### config.mk
export PLATFORM = sky130hd
export DESIGN_NAME = spi_flash_share_arbiter
export DESIGN_NICKNAME = d
export VERILOG_FILES = /design/src/rtl/spi_flash_share_arbiter.sv
export SDC_FILE = /design/constraint.sdc
export NUM_CORES = 1
export LEC_CHECK = 0
export ABC_AREA = 1
export CAP_MARGIN = 10
export CORE_MARGIN = 5
export CORE_UTILIZATION = 48
export DETAILED_ROUTE_END_ITERATION = 16
export GPL_TIMING_DRIVEN = 0
export PLACE_DENSITY = 0.73
export SLEW_MARGIN = 0
export SYNTH_ARGS = -nofsm -noshare
export SYNTH_HDL_FRONTEND = slang
export SYNTH_SLANG_ARGS = --single-unit
export TNS_END_PERCENT = 50
### constraint.sdc
create_clock -name clock -period 1.5 [get_ports clock]
set_input_delay 0.15 -clock clock [delete_from_list [all_inputs] [get_ports clock]]
set_output_delay 0.15 -clock clock [all_outputs]
set_load 0.02 [all_outputs]
### src/rtl/spi_flash_share_arbiter.sv
// Two-master arbiter for the shared SPI flash pads: management flash controller
// and housekeeping pass-thru. Ownership changes only on transaction boundaries.
module spi_flash_share_arbiter #(
  parameter int CSB_GAP  = 4,
  parameter int HOLD_MAX = 65535,
  parameter int PT_PRIO  = 1
) (
  input  logic       clock,
  input  logic       reset,
  input  logic       mgmt_req,
  output logic       mgmt_gnt,
  input  logic       mgmt_csb,
  input  logic       mgmt_sck,
  input  logic       mgmt_io0,
  output logic       mgmt_io1,
  input  logic       pt_req,
  output logic       pt_gnt,
  input  logic       pt_csb,
  input  logic       pt_sck,
  input  logic       pt_io0,
  output logic       pt_io1,
  output logic       flash_csb,
  output logic       flash_clk,
  output logic       flash_io0,
  output logic       flash_io0_oeb,
  input  logic       flash_io1,
  output logic [1:0] owner,
  output logic       timeout_err,
  output logic [1:0] dbg_state
);

  // Request/grant handshake: x_req is a level held by the master for as long as
  // it wants the bus; x_gnt is a registered level that rises one cycle after
  // x_req is sampled high in IDLE and falls on the edge after the master has
  // both dropped x_req and raised x_csb. Nothing ever revokes a grant early.

  localparam int HW = $clog2(HOLD_MAX + 1);
  localparam logic [HW-1:0] HOLD_LIM = HW'(HOLD_MAX);
  localparam logic [3:0]    GAP_LOAD = 4'(CSB_GAP - 1);

  typedef enum logic [1:0] {
    IDLE     = 2'd0,
    OWN_MGMT = 2'd1,
    OWN_PT   = 2'd2,
    GAP      = 2'd3
  } state_t;

  state_t          state_q, state_d;
  logic [3:0]      gap_q, gap_d;
  logic [HW-1:0]   hold_q, hold_d;
  logic            timeout_q, timeout_d;
  logic            last_pt_q, last_pt_d;
  logic            tie_to_pt;

  always_ff @(posedge clock) begin
    if (reset) begin
      state_q   <= IDLE;
      gap_q     <= '0;
      hold_q    <= '0;
      timeout_q <= 1'b0;
      last_pt_q <= 1'b0;
    end else begin
      state_q   <= state_d;
      gap_q     <= gap_d;
      hold_q    <= hold_d;
      timeout_q <= timeout_d;
      last_pt_q <= last_pt_d;
    end
  end

  // On a tie, fixed priority favours pass-thru; otherwise serve whoever waited.
  assign tie_to_pt = (PT_PRIO != 0) || !last_pt_q;

  always_comb begin
    state_d   = state_q;
    gap_d     = gap_q;
    last_pt_d = last_pt_q;
    case (state_q)
      IDLE: begin
        if (pt_req && (!mgmt_req || tie_to_pt)) begin
          state_d   = OWN_PT;
          last_pt_d = 1'b1;
        end else if (mgmt_req) begin
          state_d   = OWN_MGMT;
          last_pt_d = 1'b0;
        end
      end
      OWN_MGMT: begin
        if (!mgmt_req && mgmt_csb) begin
          state_d = GAP;
          gap_d   = GAP_LOAD;
        end
      end
      OWN_PT: begin
        if (!pt_req && pt_csb) begin
          state_d = GAP;
          gap_d   = GAP_LOAD;
        end
      end
      GAP: begin
        if (gap_q == 4'd0) begin
          state_d = IDLE;
        end else begin
          gap_d = gap_q - 4'd1;
        end
      end
      default: state_d = IDLE;
    endcase
  end

  // Pads follow the owner combinationally; every other state parks them idle.
  always_comb begin
    flash_csb     = 1'b1;
    flash_clk     = 1'b0;
    flash_io0     = 1'b0;
    flash_io0_oeb = 1'b1;
    mgmt_io1      = 1'b0;
    pt_io1        = 1'b0;
    case (state_q)
      OWN_MGMT: begin
        flash_csb     = mgmt_csb;
        flash_clk     = mgmt_sck;
        flash_io0     = mgmt_io0;
        flash_io0_oeb = 1'b0;
        mgmt_io1      = flash_io1;
      end
      OWN_PT: begin
        flash_csb     = pt_csb;
        flash_clk     = pt_sck;
        flash_io0     = pt_io0;
        flash_io0_oeb = 1'b0;
        pt_io1        = flash_io1;
      end
      default: ;
    endcase
  end

  // Hold counter measures one continuous csb-low stretch of the current owner.
  always_comb begin
    hold_d    = '0;
    timeout_d = timeout_q;
    if ((state_q == OWN_MGMT || state_q == OWN_PT) && !flash_csb) begin
      hold_d = (hold_q == HOLD_LIM) ? hold_q : hold_q + HW'(1);
    end
    if (hold_d == HOLD_LIM) begin
      timeout_d = 1'b1;
    end
  end

  assign mgmt_gnt    = (state_q == OWN_MGMT);
  assign pt_gnt      = (state_q == OWN_PT);
  assign owner       = (state_q == OWN_MGMT) ? 2'd1 :
                       (state_q == OWN_PT)   ? 2'd2 : 2'd0;
  assign timeout_err = timeout_q;
  assign dbg_state   = state_q;

endmodule

# [After elaboration in Yosys (flattened, before gate mapping)]
# Index checks and enable logic that the tools add are counted.
[totals] ff_bits=23 latchBits=0 ramBits=0 mem_count=0 mem_bits_ro=0 out_inout_bits=13 inputBits=11
[op_classes] shifts=0 multipliers=0 n_mux=20 eq_ne=10 bitwise=0 reduce_logical=13 addsub=2 div=0 order_cmp=0
[ops] cell="equality test 16 bit, second input constant" count=2
[ops] cell="two-way mux 16 bit" count=2
[ops] cell="adder 16 x 1 -> 16 bit, second input constant" count=1
[ops] cell="two-way mux 2 bit" count=7
[ops] cell="two-way mux 4 bit" count=3
[ops] cell="one-hot mux 4 bit (3 select lines)" count=1
[ops] cell="one-hot mux 2 bit (4 select lines)" count=1
[ops] cell="AND reduction 4 bit" count=2
[ops] cell="one-hot mux 1 bit (2 select lines)" count=3
[ops] cell="equality test 2 bit, second input constant" count=2
[ops] cell="zero test 4 bit" count=1
[ops] cell="inequality test 2 x 1 -> 1 bit, second input constant" count=2
[ops] cell="inequality test 2 bit, second input constant" count=2
[ops] cell="subtractor 4 x 1 -> 4 bit, second input constant" count=1
[ops] cell="logical AND 1 bit" count=3
[ops] cell="zero test 1 bit" count=3
[ops] cell="two-way mux 1 bit" count=3
[ops] cell="inequality test 3 bit, second input constant" count=1
[ops] cell="nonzero test 3 bit" count=1
[ops] cell="equality test 2 x 1 -> 1 bit, second input constant" count=1
[ops] cell="zero test 2 bit" count=1
[ops] cell="OR reduction 2 bit" count=1
[ops] cell="logical OR 1 bit" count=1

# [Logic depth before layout (Yosys ltp)]
# Gate-level depths: netlist of the first run.
[logic_depth] word_depth=6 mapped_depth=14 ltp_nobuf=13

# [Worst setup path after synthesis of the first run]
# OpenSTA, ideal clock, no wires.
[synth_timing] path_type="flip-flop to flip-flop" from="register state_q[1], in the netlist dbg_state[1]" to="register timeout_q, in the netlist timeout_err" path_stages_with_launch=13 synth_period_minus_slack_ps=2120 arrival_ps=2053 setup_slack_ps=-620 n_path_buf=1 cell_sequence="dfxtp_1 inv_1 ha_1 nand2_1 nand3_1 inv_1 buf_4 nand3_2 nor2_1 nand2_1 nor2_1 nand2_1 a21oi_2"
[synth_between] elab_chain_cells=6 elab_cells_between_ends=8 cone_classes="3 x eq/ne; 2 x mux; 3 x reduce/logical"
[synth_lines] element="from (decl)" line_no="48" text="state_t state_q, state_d;"
[synth_lines] element="from (signal assigned)" line_no="63" text="state_q <= state_d;"
[synth_lines] element="equality test 2 x 1 -> 1 bit"
[synth_lines] element="via mgmt_gnt" line_no="11" text="output logic mgmt_gnt,"
[synth_lines] element="one-hot mux 1 bit (2 select lines)" line_no="119" text="case (state_q)"
[synth_lines] element="via flash_csb" line_no="22" text="output logic flash_csb,"
[synth_lines] element="zero test 1 bit" line_no="142" text="if ((state_q == OWN_MGMT || state_q == OWN_PT) && !flash_csb) begin"
[synth_lines] element="logical AND 1 bit" line_no="142"
[synth_lines] element="two-way mux 16 bit" line_no="142"
[synth_lines] element="equality test 16 bit" line_no="145" text="if (hold_d == HOLD_LIM) begin"
[synth_lines] element="to (signal assigned)" line_no="66" text="timeout_q <= timeout_d;"
[synth_lines] element="to (decl)" line_no="51" text="logic timeout_q, timeout_d;"
# The timed path passes the listed nets, and every way through them passes these cells.
# A chain may end at the register's enable or synchronous reset.

# [Final worst setup path of the first run]
[layout_timing] from="register hold_q[1]" to="register timeout_q, in the netlist timeout_err"
[layout_between] elab_chain_cells=4 elab_cells_between_ends=5 cone_classes="1 x add/sub; 2 x eq/ne; 2 x mux"
[layout_lines] element="from (decl)" line_no="50" text="logic [HW-1:0] hold_q, hold_d;"
[layout_lines] element="from (signal assigned)" line_no="65" text="hold_q <= hold_d;"
[layout_lines] element="adder 16 x 1 -> 16 bit or equality test 16 bit (tied branches)" line_no="143" text="hold_d = (hold_q == HOLD_LIM) ? hold_q : hold_q + HW'(1);"
[layout_lines] element="two-way mux 16 bit (*)" line_no="143"
[layout_lines] element="two-way mux 16 bit (*)" line_no="142"
[layout_lines] element="equality test 16 bit (*)" line_no="145"
# Mark *: on every way between the ends. The rest lies on a longest branch, timed or not.

==> summary.txt, run 1 <==
STA
  • Clock Skews: 10.6 ps
  • Final hold vios: 0
  • RSZ-0062 raised after global routing: yes
  • Final Worst Setup Slack: -287 ps
  • Worst slew margin: 67.6%
  • FMAX: 559 MHz
  • Min Tclk post-route: 1790 ps
  • Fin crit share: 119%
  • Hold slack: 182 ps
  • Final slew viol count: 0
  • Slew @ Worst Pin: 486 ps
  • Final setup violation count: 9

Detailed routing
  • WL final: 4360 um
  • DRC Markers: 0
  • Mean number of vias per cell: 4.97
  • Initial DRT Pass Iterations: 5
  • Detailed-route wire length per cell: 12.9 um
  • Initial DRC Count: 102
  • Vias: 1685
  • Post-route ant nets: 0

Setup path
  • Slowest CP cell: dfxtp_4
  • CP Cell Sequence: ha_4 > nand3_4 > inv_4 > nand2_4 > nor2_2 > o21ai_0 > nor2_1 > nand3_1 > nor2_1 > nand2_1 > a21oi_2
  • Critical R2R Capture: timeout_err
  • Crit-path max cell delay: 380 ps
  • Worst Reg2Reg Path Length in Cells: 11
  • Worst EP required: 1760 ps
  • Reg2Reg Setup Slack: -290 ps
  • Setup CP Type: register to register
  • CP Launch Type: register
  • Crit path max fanout: 3
  • Most frequent CP cell: nor2_1
  • Arrival time of the worst setup path: 2040 ps
  • CP Capture Type: register
  • Reg2reg start: hold_q[1]

Finish
  • Design area: 0.00230 mm^2
  • NumNets Final: 316
  • Area growth syn-to-layout: 50.1%
  • Proportion of layout cells with a drive suffix above 1: 35.3%
  • Filler cell count: 243
  • ANT cells: 0

Run
  • Max-cap violation count: 0

Worst hold path
  • Hold path endpoint: hold_q[12]
  • Hold Path Cell Cnt: 2
  • Hold WC Path Type: input pin to register
  • Hold wc startpoint: reset

Clock network
  • Hold Buf Count CTS: 0
  • CTS Sinks: 23
  • CTS tree: yes
  • Clk slew on worst S/H paths: 140 ps
  • Clock latency on the worst-skew pair: 320 ps
  • CTS buffer count: 3
  • H-tree Lvls: 1
  • CTS Buffer Depth: 2
  • Root Buffer: clkbuf_4

Die
  • Core area: 0.00305 mm^2
  • Placement row count: 20
  • Initial Util: 50.1%
  • Die Y: 66.5 um
  • IO Pins: 24
  • DIE WIDTH: 66.5 um
  • Die area: 0.00442 mm^2

Logic synthesis
  • Cell accounting for the most synthesized area: dfxtp_1
  • Post-Synthesis Net Count: 261
  • Post-synth EDFFs: 0
  • Most numerous cell in the Yosys netlist: nand2_1
  • Primary FF master, synth: dfxtp_1
  • Synth area leaders: dfxtp_1 30%, nand2_1 16%, nor2_1 9.3%, nand3_1 7.5%, ha_1 7.4%
  • Syn Area/Cell: 6.35 um^2
  • Yosys cell types: 28
  • Yosys top cell area share: 30.1%
  • Yosys reg bits: 23
  • Cells after Synth: 241
  • Post-synth top cells: 66 x nand2_1, 38 x nor2_1, 29 x inv_1
  • Syn Std Cell Area: 0.00153 mm^2
  • Async set or reset register ratio after synthesis: 0%
  • YS warnings: 0
  • Register area share after synthesis: 30.1%

Global route
  • Antenna violations before repair: 0
  • Number of global-route vias before repair: 1440
  • Gr usage total: 18.3%
  • First-pass GRT wire length: 6290 um
  • GR Overflow Total: 0
  • Largest net degree at the start of global routing: 14

Run status
  • Violated checks: setup timing
  • Run status: finished, violations left

Place
  • Routability cong.: 0.920
  • Post-DP HPWL: 2860 um
  • Buffers on Ports: 22
  • Placed Area: 0.00189 mm^2

Pwr
  • P_leak: 0.997 nW
  • Worst IR Drop VDD: 1.58 mV
  • Power Density: 1580 mW/mm^2
-- metrics by stage --
step | setup WS [ps] | setup TNS, ps | instances | util [%] | total power [mW]
final | -287 | -1150 | 339 | 75.2 | 3.63
after detailed placement | -382 | -1160 | 307 | 62.0 | 2.56
after CTS | -241 | -360 | 318 | 65.2 | 2.91
after floorplan | -97.7 | -97.7 | 241 | - | 2.02
after global placement | -398 | -1000 | 307 | 62.0 | 2.53
after global routing | -366 | -2260 | 339 | 75.2 | 3.90
-- cells in the final DEF, fill, tap and decap left out, drive strengths merged --
master         Yosys  final
xor2               3      3
clkdlybuf4s50      0     10
nand3             26     26
dlygate4sd2        0      3
nor3               4      4
inv               31     32
nand2             71     71
clkbuf             1      7
a31oi              3      3
ha                 9      9
xnor2              2      2
nor2              40     40
a21oi              6      6
buf                4     38
nand3b             2      2
clkinv             1      1
dfxtp             23     23
nand4              4      4
o21ai             10     10
or2                1      1
-- report_power, final --
group,total [mW],switching (mW),internal (mW),leakage (nW)
combinational,2.49,1.29,1.20,0.784
clock,0.299,0.199,0.0999,0.0177
sequential,0.836,0.112,0.725,0.196
total,3.63,1.60,2.03,0.997
-- worst max-delay path: cells and delay by family (launching register included) --
family	cells	cell delay [ps]
AO/OA/AOI/OAI	2	250
AND/OR/NAND/NOR	7	870
buffers and inverters	1	80
flip-flops	1	380
adder cells (fa/ha/maj)	1	150
-- routing by layer --
layer / global-route usage, % / vias to the layer above / wire length, um
met3: 3.20 / 19 / 164
li1: - / 870 / -
met2: 34.3 / 46 / 2320
met4: 6.60 / 0 / 176
met5: 0 / - / 0
met1: 20.4 / 750 / 1700
-- cell type report --
type / instances / area, um^2 / area share (%)
Buffer: 5 / 41.3 / 1.80
Multi-Input combinational cell: 181 / 1090 / 47.3
Timing Repair Buffer: 50 / 457 / 19.9
Inverter: 32 / 140 / 6.10
Clock buffer: 3 / 22.5 / 0.980
Tap cell: 44 / 55.1 / 2.40
Clock inverter: 1 / 5.00 / 0.218
Sequential cell: 23 / 490 / 21.4
-- kinds of logic after synthesis --
group	count (synthesis)	synth area share, %
fa+ha+maj	9	7.36
simple gates	148	42.8
compound gates	19	6.70
buf+inv	37	10.1
flops	23	30.1
xor+xnor	5	2.86
-- registers in the layout, indices dropped and copies added (netlist names) --
name,flops
timeout_err,1
gap_q,4
hold_q,16
dbg_state,2
-- how the worst max path moves through the flow --
stage | from | end | slack, ps | cells past startpoint
floorplan | dbg_state[0] | timeout_err | -100 | 11
global placement | hold_q[1] | timeout_err | -400 | 11
detailed placement | hold_q[1] | timeout_err | -380 | 11
CTS | hold_q[0] | timeout_err | -240 | 14
global route | hold_q[1] | timeout_err | -370 | 10
finish | hold_q[1] | timeout_err | -290 | 11
-- timing repair --
item | CTS | global route
pin swaps | 3 | 19
resized for setup | 47 | 59
buffers inserted | 7 | 19
gates cloned | 0 | 2
setup endpoints to repair | 17 | 20
(Power assumes the default switching activity.)
==> inputs of run 2 (changes only) <==
--- a/config.mk
+++ b/config.mk
@@ -7,7 +7,7 @@
 export LEC_CHECK = 0
 export ABC_AREA = 1
 export CAP_MARGIN = 10
-export CORE_MARGIN = 5
+export CORE_MARGIN = 1
 export CORE_UTILIZATION = 48
 export DETAILED_ROUTE_END_ITERATION = 16
 export GPL_TIMING_DRIVEN = 0
==> run 2 against run 1 <==
  * The flow still finishes with violations (setup timing)
  * Via count increased by 3.7%
  * Final cell count grew 0.29%
  * Utilization grew 3.6 points
  * Combinational power rose by 4%
  * Sequential power increased by 2%
  * Clock power barely moved
  * Clock-buffer cell count did not move
  * Register-to-register slack better by 90 ps
  * Power grew 2.9%
  * Maximum frequency is 5.4% higher
  * Sequential share of layout area is 0.79 points lower
  * Critical path type unchanged
  * Critical endpoint unchanged
  * Highest routed layer unchanged
==> summary.txt, run 2 (same netlist as run 1, synthesis figures left out) <==
Place
  • Post-DP HPWL: 2820 um
  • Routability cong.: 0.825
  • Buffers on Ports: 22
  • Setup WS pre-CTS: -419 ps

Die
  • IO Pins: 24
  • Core area: 0.00303 mm^2
  • Initial Util: 50.5%
  • Die Y: 58.5 um
  • Placement row count: 20
  • DIE WIDTH: 58.5 um
  • Die area: 0.00342 mm^2

STA
  • Final slew viol count: 0
  • Clock Skews: 9.57 ps
  • RSZ-0062 raised after global routing: yes
  • Slew @ Worst Pin: 466 ps
  • Final Worst Setup Slack: -197 ps
  • Hold slack: 184 ps
  • Min Tclk post-route: 1700 ps
  • Final setup violation count: 8
  • Final hold vios: 0
  • Worst slew margin: 68.9%
  • Fin crit share: 113%
  • FMAX: 589 MHz
  • Setup_tns: -738 ps

Clock network
  • Root Buffer: clkbuf_4
  • CTS tree: yes
  • Clk slew on worst S/H paths: 140 ps
  • CTS buffer count: 3
  • H-tree Lvls: 1
  • Hold Buf Count CTS: 0
  • CTS Buffer Depth: 2
  • Clock latency on the worst-skew pair: 320 ps
  • CTS Sinks: 23

Pwr
  • Clock network power share: 8.0%
  • Internal power: 2.04 mW
  • Gate power share: 69.1%
  • Switch share: 45.3%
  • Power Density: 1560 mW/mm^2
  • Seq pwr share: 22.9%
  • P_leak: 1.00 nW
  • Worst IR Drop VDD: 1.19 mV
  • Switching power: 1.69 mW
  • Power, Total: 3.73 mW

Detailed routing
  • WL final: 4530 um
  • Initial DRC Count: 89
  • Detailed-route wire length per cell: 13.3 um
  • Vias: 1747
  • Post-route ant nets: 0
  • DRC Markers: 0
  • Mean number of vias per cell: 5.14
  • Initial DRT Pass Iterations: 7

Setup path
  • CP Launch Type: register
  • Crit path max fanout: 3
  • CP Capture Type: register
  • Setup CP Type: register to register
  • Arrival time of the worst setup path: 1960 ps
  • Worst EP required: 1760 ps

Global route
  • Largest net degree at the start of global routing: 14
  • First-pass GRT wire length: 6980 um
  • Antenna violations before repair: 0
  • Gr usage total: 26.9%
  • Number of global-route vias before repair: 1633
  • GR Overflow Total: 0

Worst hold path
  • Hold WC Path Type: input pin to register

Finish
  • Area growth syn-to-layout: 55.9%
  • Biggest register: hold_q
  • Max reg flops: 16
  • Proportion of layout cells with a drive suffix above 1: 38.9%
  • Most frequent cells in the layout: 55 x nand2_1, 30 x nor2_1, 23 x inv_1
  • Most common cell after layout, fill and taps aside: nand2_1
  • ANT cells: 0
  • NumNets Final: 317

Run status
  • Violated checks: setup timing
  • Run status: finished, violations left

Run
  • Max-cap violation count: 0
run 2: worst paths after layout:
kind	start	to	slack (ps)	cells after the start
setup / recovery	hold_q[0]	timeout_err	-200	10
hold / removal	reset	hold_q[12]	180	2
setup reg to reg	hold_q[0]	timeout_err	-200	10
hold reg to reg	timeout_err	timeout_err	480	2
run 2: power by group through the flow:
stage	sequential [mW]	combinational, mW	clock [mW]
after global routing	0.866	2.78	0.326
after global placement	0.851	1.66	0
final	0.855	2.58	0.299
after floorplan	0.864	1.16	0
after detailed placement	0.852	1.68	0
after CTS	0.834	1.91	0.299
run 2: cell type report:
class | instances | area [um^2]
buffer | 5 | 45.0
timing repair buffer | 51 | 472
tap | 44 | 55.1
clock buffer | 3 | 22.5
sequential | 23 | 490
fill | 227 | 642
clock inverter | 1 | 5.00
inverter | 32 | 143
multi-input combinational | 181 | 1150
run 2: timing repair:
action,4_1_cts,5_1_grt
gates cloned,2,0
pin swaps,14,28
setup endpoints to repair,19,13
setup buffers,16,11
resized for setup,76,51
run 2: worst max-delay path: stages, from the launching register on:
cell     delay, ps
dfxtp_4        390
ha_4           140
nand3_4         90
nor2_1         190
nand3_1        140
or2_1          230
nand3_1        100
nand2_1         80
nor2_1         100
nand2_1         70
a21oi_2        100
run 2: layer usage:
metal	vias up	track usage [%]	share of wire, %
met3	17	4.62	3.7
met5	-	0	0
met1	802	30.1	40
met2	54	48.9	53
met4	0	13.3	3.5
li1	874	-	-
run 2: stage by stage:
step           instances  cell area, um^2  utilization [%]
2_1_floorplan        241             1620                -
3_3_place_gp         307             1890             62.6
3_5_place_dp         307             1890             62.6
4_1_cts              329             2170             71.6
5_1_grt              340             2390             78.8
6_report             340             2390             78.8
